**config.mk**
```make
export PLATFORM = sky130hd
export DESIGN_NAME = seg_capture
export DESIGN_NICKNAME = d
export VERILOG_FILES = /design/src/rtl/seg_capture.sv
export SDC_FILE = /design/constraint.sdc
export NUM_CORES = 1
export LEC_CHECK = 0
export ABC_AREA = 1
export CORE_MARGIN = 1.5
export CORE_UTILIZATION = 55
export CTS_BUF_LIST = sky130_fd_sc_hd__clkbuf_4 sky130_fd_sc_hd__clkbuf_8
export DETAILED_ROUTE_END_ITERATION = 8
export PLACE_DENSITY = 0.79
export SLEW_MARGIN = 10
export SYNTH_ARGS = -nofsm -noshare
export SYNTH_HDL_FRONTEND = slang
export SYNTH_SLANG_ARGS = --single-unit
```
**constraint.sdc**
```tcl
create_clock -name clk -period 2 [get_ports clk]
set_input_delay 0.3 -clock clk [delete_from_list [all_inputs] [get_ports clk]]
set_output_delay 0.3 -clock clk [all_outputs]
set_load 0.03 [all_outputs]
```
**src/rtl/seg_capture.sv**
```systemverilog
// Seven-segment scan capture: samples a multiplexed display bus, waits for a
// stable dwell on one digit, decodes the pattern and records a hex code per digit.
module seg_capture #(
    parameter int unsigned STABLE_CYCLES = 4
) (
    input  logic        clk,
    input  logic        rst,
    input  logic [6:0]  seg_in,
    input  logic [3:0]  dig_sel,
    output logic [15:0] code_out,
    output logic [3:0]  code_valid,
    output logic        frame_done,
    output logic        err
);

    typedef logic [3:0] cnt_t;

    typedef struct packed {
        logic       hit;
        logic [3:0] code;
    } decode_t;

    localparam cnt_t STABLE_MAX  = cnt_t'(STABLE_CYCLES);
    localparam cnt_t STABLE_LAST = cnt_t'(STABLE_CYCLES - 1);

    logic [10:0] s_q, sample_d;
    cnt_t        cnt_q, cnt_d;
    logic [15:0] code_q, code_d;
    logic [3:0]  valid_q, valid_d;
    logic [3:0]  seen_q, seen_d;
    logic        frame_q, frame_d;
    logic        err_q, err_d;

    logic        same;
    logic [3:0]  sel;
    logic        sel_onehot;
    logic        capture;
    decode_t     dec;

    function automatic decode_t decode(input logic [6:0] seg);
        decode_t r;
        r.hit  = 1'b1;
        r.code = 4'h0;
        case (seg)
            7'b1111110: r.code = 4'h0;
            7'b0110000: r.code = 4'h1;
            7'b1101101: r.code = 4'h2;
            7'b1111001: r.code = 4'h3;
            7'b0110011: r.code = 4'h4;
            7'b1011011: r.code = 4'h5;
            7'b1011111: r.code = 4'h6;
            7'b1110000: r.code = 4'h7;
            7'b1111111: r.code = 4'h8;
            7'b1111011: r.code = 4'h9;
            7'b1110111: r.code = 4'hA;
            7'b1100111: r.code = 4'hB;
            7'b0000001: r.code = 4'hC;
            7'b0010101: r.code = 4'hD;
            7'b1001111: r.code = 4'hE;
            7'b0000000: r.code = 4'hF;
            default:    r.hit  = 1'b0;
        endcase
        return r;
    endfunction

    assign sample_d   = {dig_sel, seg_in};
    assign same       = (sample_d == s_q);
    assign sel        = s_q[10:7];
    assign sel_onehot = (sel != 4'd0) && ((sel & (sel - 4'd1)) == 4'd0);
    // Fires on the single edge where the count steps into saturation, so a
    // held pattern is captured exactly once.
    assign capture    = same && (cnt_q == STABLE_LAST) && sel_onehot;
    assign dec        = decode(s_q[6:0]);

    always_comb begin
        // NOTE: every variable gets a default first so no path leaves it
        // unassigned; otherwise synthesis infers latches.
        cnt_d   = cnt_q;
        code_d  = code_q;
        valid_d = valid_q;
        seen_d  = seen_q;
        frame_d = 1'b0;
        err_d   = 1'b0;

        if (!same) begin
            cnt_d = '0;
        end else if (cnt_q != STABLE_MAX) begin
            cnt_d = cnt_q + 4'd1;
        end

        if (capture) begin
            if (dec.hit) begin
                for (int i = 0; i < 4; i++) begin
                    if (sel[i]) begin
                        code_d[4*i +: 4] = dec.code;
                        valid_d[i]       = 1'b1;
                        seen_d[i]        = 1'b1;
                    end
                end
                if (seen_d == 4'hF) begin
                    frame_d = 1'b1;
                    seen_d  = 4'h0;
                end
            end else begin
                err_d   = 1'b1;
                valid_d = valid_q & ~sel;
            end
        end
    end

    always_ff @(posedge clk) begin
        // NOTE: state registers use non-blocking assignments so all of them
        // update together from the values present before the edge.
        if (rst) begin
            s_q     <= '0;
            cnt_q   <= '0;
            code_q  <= '0;
            valid_q <= '0;
            seen_q  <= '0;
            frame_q <= 1'b0;
            err_q   <= 1'b0;
        end else begin
            s_q     <= sample_d;
            cnt_q   <= cnt_d;
            code_q  <= code_d;
            valid_q <= valid_d;
            seen_q  <= seen_d;
            frame_q <= frame_d;
            err_q   <= err_d;
        end
    end

    assign code_out   = code_q;
    assign code_valid = valid_q;
    assign frame_done = frame_q;
    assign err        = err_q;

endmodule

```
[Yosys cells after proc, flatten, opt, wreduce, memory -nomap -nowiden]
Cells that the tools add are included.
Operators by class
  multiplexer cells: 22
  multipliers: 0
  equality and inequality tests: 23
  magnitude comparators: 0
  reduce and logical (&&, ||, !) cells: 19
  shift operators: 0
  bitwise operators: 6
  $add $sub $neg: 2
  divide/modulo/power cells: 0
Operator list (number)
  7-bit equality test (second input constant): 11
  4-bit one-hot mux with 15 select lines: 1
  1-bit two-way mux: 19
  16-bit OR reduction: 1
  7-bit by 6-bit equality test with 1-bit output (second input constant): 2
  3-bit AND reduction: 4
  11-bit equality test: 1
  2-bit AND reduction: 5
  4-bit bitwise AND: 2
  4-bit two-way mux: 2
  2-bit inequality test (second input constant): 4
  7-bit by 1-bit equality test with 1-bit output (second input constant): 1
  7-bit by 5-bit equality test with 1-bit output (second input constant): 1
  7-bit logical NOT: 1
  4-bit by 1-bit adder with 4-bit output (second input constant): 1
  4-bit by 2-bit equality test with 1-bit output (second input constant): 1
  4-bit equality test (second input constant): 1
  4-bit logical NOT: 1
  4-bit by 3-bit inequality test with 1-bit output (second input constant): 1
  4-bit inverter: 1
  4-bit nonzero test: 1
  2-bit OR reduction: 2
  4-bit by 1-bit subtractor with 4-bit output (second input constant): 1
  1-bit logical AND: 3
  other kinds (2): 4
Word-level totals
  bits in writable memories: 0
  bits in latches: 0
  input port bits: 13
  output and inout port bits: 22
  memories: 0
  register bits after elaboration: 41
  word-level logic and storage cells: 85
  ROM bits: 0

[Longest topological paths before layout]
Gate-level depths: netlist of run 1.
  depth after elaboration: 8
  gate-level depth with buffers: 13
  gate-level depth less buffers: 12

[Worst setup path before layout of run 1]
OpenSTA, ideal clock, no wires.
  path type: register to register
  start point: register cnt_q[1]
  end point: register code_q[0], in the netlist code_out[0]
  buffers on the path: 0
  setup time: 114 ps
  cell stages (with the launch flop): 11
  setup slack: 434 ps
  data required time: 1886 ps
  clock period less this slack: 1566 ps
  arrival: 1452 ps
  cells stage by stage: dfxtp_1 ha_1 nand2_1 nor2_1 nand3_1 nor2_1 nand3_4 nor2_4 nand2_4 nor2_1 nor2_2
On the way
  cells in the longest elaborated chain, start to end: 4
RTL lines
  from (decl): RTL line 27  | cnt_t cnt_q, cnt_d;
  from (signal assigned): RTL line 124  | cnt_q <= cnt_d;
  4-bit by 2-bit equality test with 1-bit output: RTL line 72  | assign capture = same && (cnt_q == STABLE_LAST) && sel_onehot;
  1-bit logical AND (2 in a row): RTL line 72
  3-bit AND reduction (no source line)
  to (signal assigned): RTL line 125  | code_q <= code_d;
  to (decl): RTL line 28  | logic [15:0] code_q, code_d;
No other way between the ends.
A chain may end at the register's enable or synchronous reset.

[Worst setup path in the final report of run 1]
Ends and elaborated chain as after synthesis.

==> results.cfg, run 1 <==
[clock_tree]
path_clk_slew_ns = 0.08
cts_sinks = 41
cts_resized = 0
clockRootBuffer = clkbuf_8
clk_latency_ns = 0.30
cts_tree = built
numCtsBuffers = 5
hold_buffers = 0
cts_htree_levels = 2
clockBufferDepth = 2
post-cts-setup-buffers = 0

[detailed_routing]
drt_first_pass_iters = 4
drtAntennaViolNets = 0
drc_errors = 0
drt_wl_total_um = 4640
via_count = 1974
wl_per_cell_um = 11.4
drtIter0Drc = 93
via_per_inst = 4.86

[pwr]
power_mw = 1.72
p_switching_mw = 0.411
p_int_mw = 1.31
seqPwrFrac = 0.490
sw_frac_of_total = 0.238
comb_power_share = 0.099
p_clk_frac = 0.411
power_density_mw_per_mm2 = 643
leakagePower_nw = 1.29
max-vdd-ir-drop_v = 0.000357

[finish]
finish.net_count = 372
seqCellArea_um2 = 821
diodes = 0
layout.cells.non_filler = 406
final_area_mm2 = 0.00268
drive_gt1_frac = 0.154
multiInputGateArea_mm2 = 0.00115
fillers = 326
area_growth_pct = 24.4

[run]
drv_cap = 0

[timing]
worst_slack_ns = 0.202
min_period_over_period = 0.899
setup_viol = 0
worstMarginPinSlew_ns = 0.347
rsz0062_at_grt = no
period_minus_slack_ns = 1.80
hold_viol_final = 0
finClkSkew_ns = 0.00836
slew_headroom = 0.767
fmax_ghz = 0.556
drv_slew = 0

[synthesis]
synth_edf_count = 0
ys.flop_type = dfxtp_1
synth_top_cell_by_area = dfxtp_1
synth_top_area_frac = 0.381
synth.distinct_cells = 28
netlist_area_mm2 = 0.00216
synth_seq_area_share = 0.381
ys_ff_latch = 41
ys_top_cells_by_area = dfxtp_1, nand2_1, nor2_1
synthCells = 316
yosys_warnings = 0
synth.most_common_cell = nand2_1
avgSynthCellArea_um2 = 6.83
synthArstFlopShare = 0
syn-num-nets = 331
synthTopCellsByCount = nand2_1, nor2_1, dfxtp_1

[worst_setup_path]
crit_top_cell = nor2_1
path_cells = ha_1, nand2_1, nor2_1, nand3_1, nor2_1, nand3_4, nor2_4, nand2_4, nor2_1, nor2_2
slowest_stage = dfxtp_1
worstRegToRegCells = 10
cp-start-kind = flop
critPathKind = reg2reg
worstReg2RegStart = cnt_q[1]$_SDFFE_PP0P_
cp.required_ns = 2.19
cpPeakStageDelay_ns = 0.35
r2r_end = code_out[0]$_SDFFE_PP0P_
cp_max_fo = 10
crit_path_end_kind = flop
crit_arrival_ns = 1.99
r2r_slack_ns = 0.20

[global_route]
grt_pass1_wl_um = 8000
grt_pass1_vias = 1818
antenna_found_initial = 0
grt_overflow = 0
grt_max_degree = 19
grt_use_total = 0.242

[floorplan]
io_pins = 35
die_w_um = 65.6
core-area_mm2 = 0.00372
die_area_mm2 = 0.00431
initial_core_util = 0.580
fp-row-count = 22
die_y_um = 65.6

[placement]
placed_cell_area_mm2 = 0.00256
dp_hpwl_um = 3520
placed_cells = 398
globalplace.congestion = 0.879
io_buffer_count = 34
preCtsSetupSlack_ns = -0.0938

[min_path]
min_path_cells = 2
hp-class = reg2reg
hold_end = code_out[2]$_SDFFE_PP0P_
hold_start = code_out[2]$_SDFFE_PP0P_

[status]
status = finished clean
==> critical path: cells and delay by family (launching register included) <==
family                   cells  cell delay (ns)
adder cells (fa/ha/maj)      1             0.18
flip-flops                   1             0.35
AND/OR/NAND/NOR              9             1.15
==> layer usage <==
layer,track usage,vias to the layer above,part of all wire
met5,0,-,0
met4,0.0781,0,0.010
met3,0.0565,5,0.040
met2,0.407,49,0.48
met1,0.304,878,0.47
li1,-,1042,-
==> sequential cells by signal, indices dropped and copies added, names as in the netlist <==
name and flops:
code_out 16, frame_done 1, cnt_q 4, code_valid 4, s_q 11, err 1, seen_q 4
==> cells by family (layout without fill, tap and decap cells) <==
kind of cell,count (synthesis),after routing,share of synthesized area
and+or+nand+nor,200,200,0.451
xor gates and xnor gates,4,4,0.0162
AOI/OAI and AO/OA,21,21,0.0528
DFF,41,41,0.381
adders and majority gates,2,2,0.0116
buffers and inverters,48,90,0.0876
==> area by class of cell <==
type	instances	share of cell area
sequential	41	0.306
inverter	44	0.0615
clock buffer	7	0.0336
tap	48	0.0224
multi-input combinational	227	0.428
clock inverter	1	0.0112
timing repair buffer	38	0.138
==> how the worst max path moves through the flow <==
| stage | start | to | slack (ns) | depth (start not counted) |
|---|---|---|---|---|
| after global placement | seg_in[4] | code_out[13]$_SDFFE_PP0P_ | -0.04 | 12 |
| after CTS | cnt_q[1]$_SDFFE_PP0P_ | code_out[0]$_SDFFE_PP0P_ | 0.19 | 10 |
| after floorplan | cnt_q[1]$_SDFFE_PP0P_ | code_out[0]$_SDFFE_PP0P_ | 0.43 | 10 |
| final | cnt_q[1]$_SDFFE_PP0P_ | code_out[0]$_SDFFE_PP0P_ | 0.20 | 10 |
| after detailed placement | seg_in[4] | code_out[0]$_SDFFE_PP0P_ | -0.09 | 12 |
| after global routing | cnt_q[1]$_SDFFE_PP0P_ | code_out[1]$_SDFFE_PP0P_ | 0.06 | 10 |
==> power groups by stage <==
stage	combinational [mW]	sequential, mW	clock, mW
after floorplan	0.118	0.858	0
after global placement	0.168	0.864	0
after detailed placement	0.170	0.864	0
after CTS	0.171	0.845	0.716
after global routing	0.189	0.848	0.759
final	0.170	0.845	0.709
==> placed cells by master (no fill, tap or decap), drive strengths merged <==
cell,instances
a21oi,10
dfxtp,41
o21a,1
nand2,86
nor2,88
nor3,4
nand4,3
clkbuf,7
o21ai,6
ha,2
xor2,1
nand3b,1
buf,4
nand3,18
o22ai,3
a21o,1
bufinv,1
xnor2,3
clkdlybuf4s50,34
inv,44
==> stage by stage <==
step           hold slack, ns  TNS (ns)   util
2_1_floorplan           0.379         0      -
5_1_grt                 0.505         0  0.722
3_3_place_gp            0.452    -0.310  0.690
4_1_cts                 0.475         0  0.722
6_report                0.475         0  0.722
3_5_place_dp            0.460    -0.953  0.690
Power figures use the tool's default switching activity.
==> run 2, diff against run 1 <==
--- a/config.mk
+++ b/config.mk
@@ -9,6 +9,7 @@
 export CORE_MARGIN = 1.5
 export CORE_UTILIZATION = 55
 export CTS_BUF_LIST = sky130_fd_sc_hd__clkbuf_4 sky130_fd_sc_hd__clkbuf_8
+export CTS_CLUSTER_SIZE = 25
 export DETAILED_ROUTE_END_ITERATION = 8
 export PLACE_DENSITY = 0.79
 export SLEW_MARGIN = 10
==> results of run 2 <==
The final DEF is identical to that of run 1; final timing and power are the same.
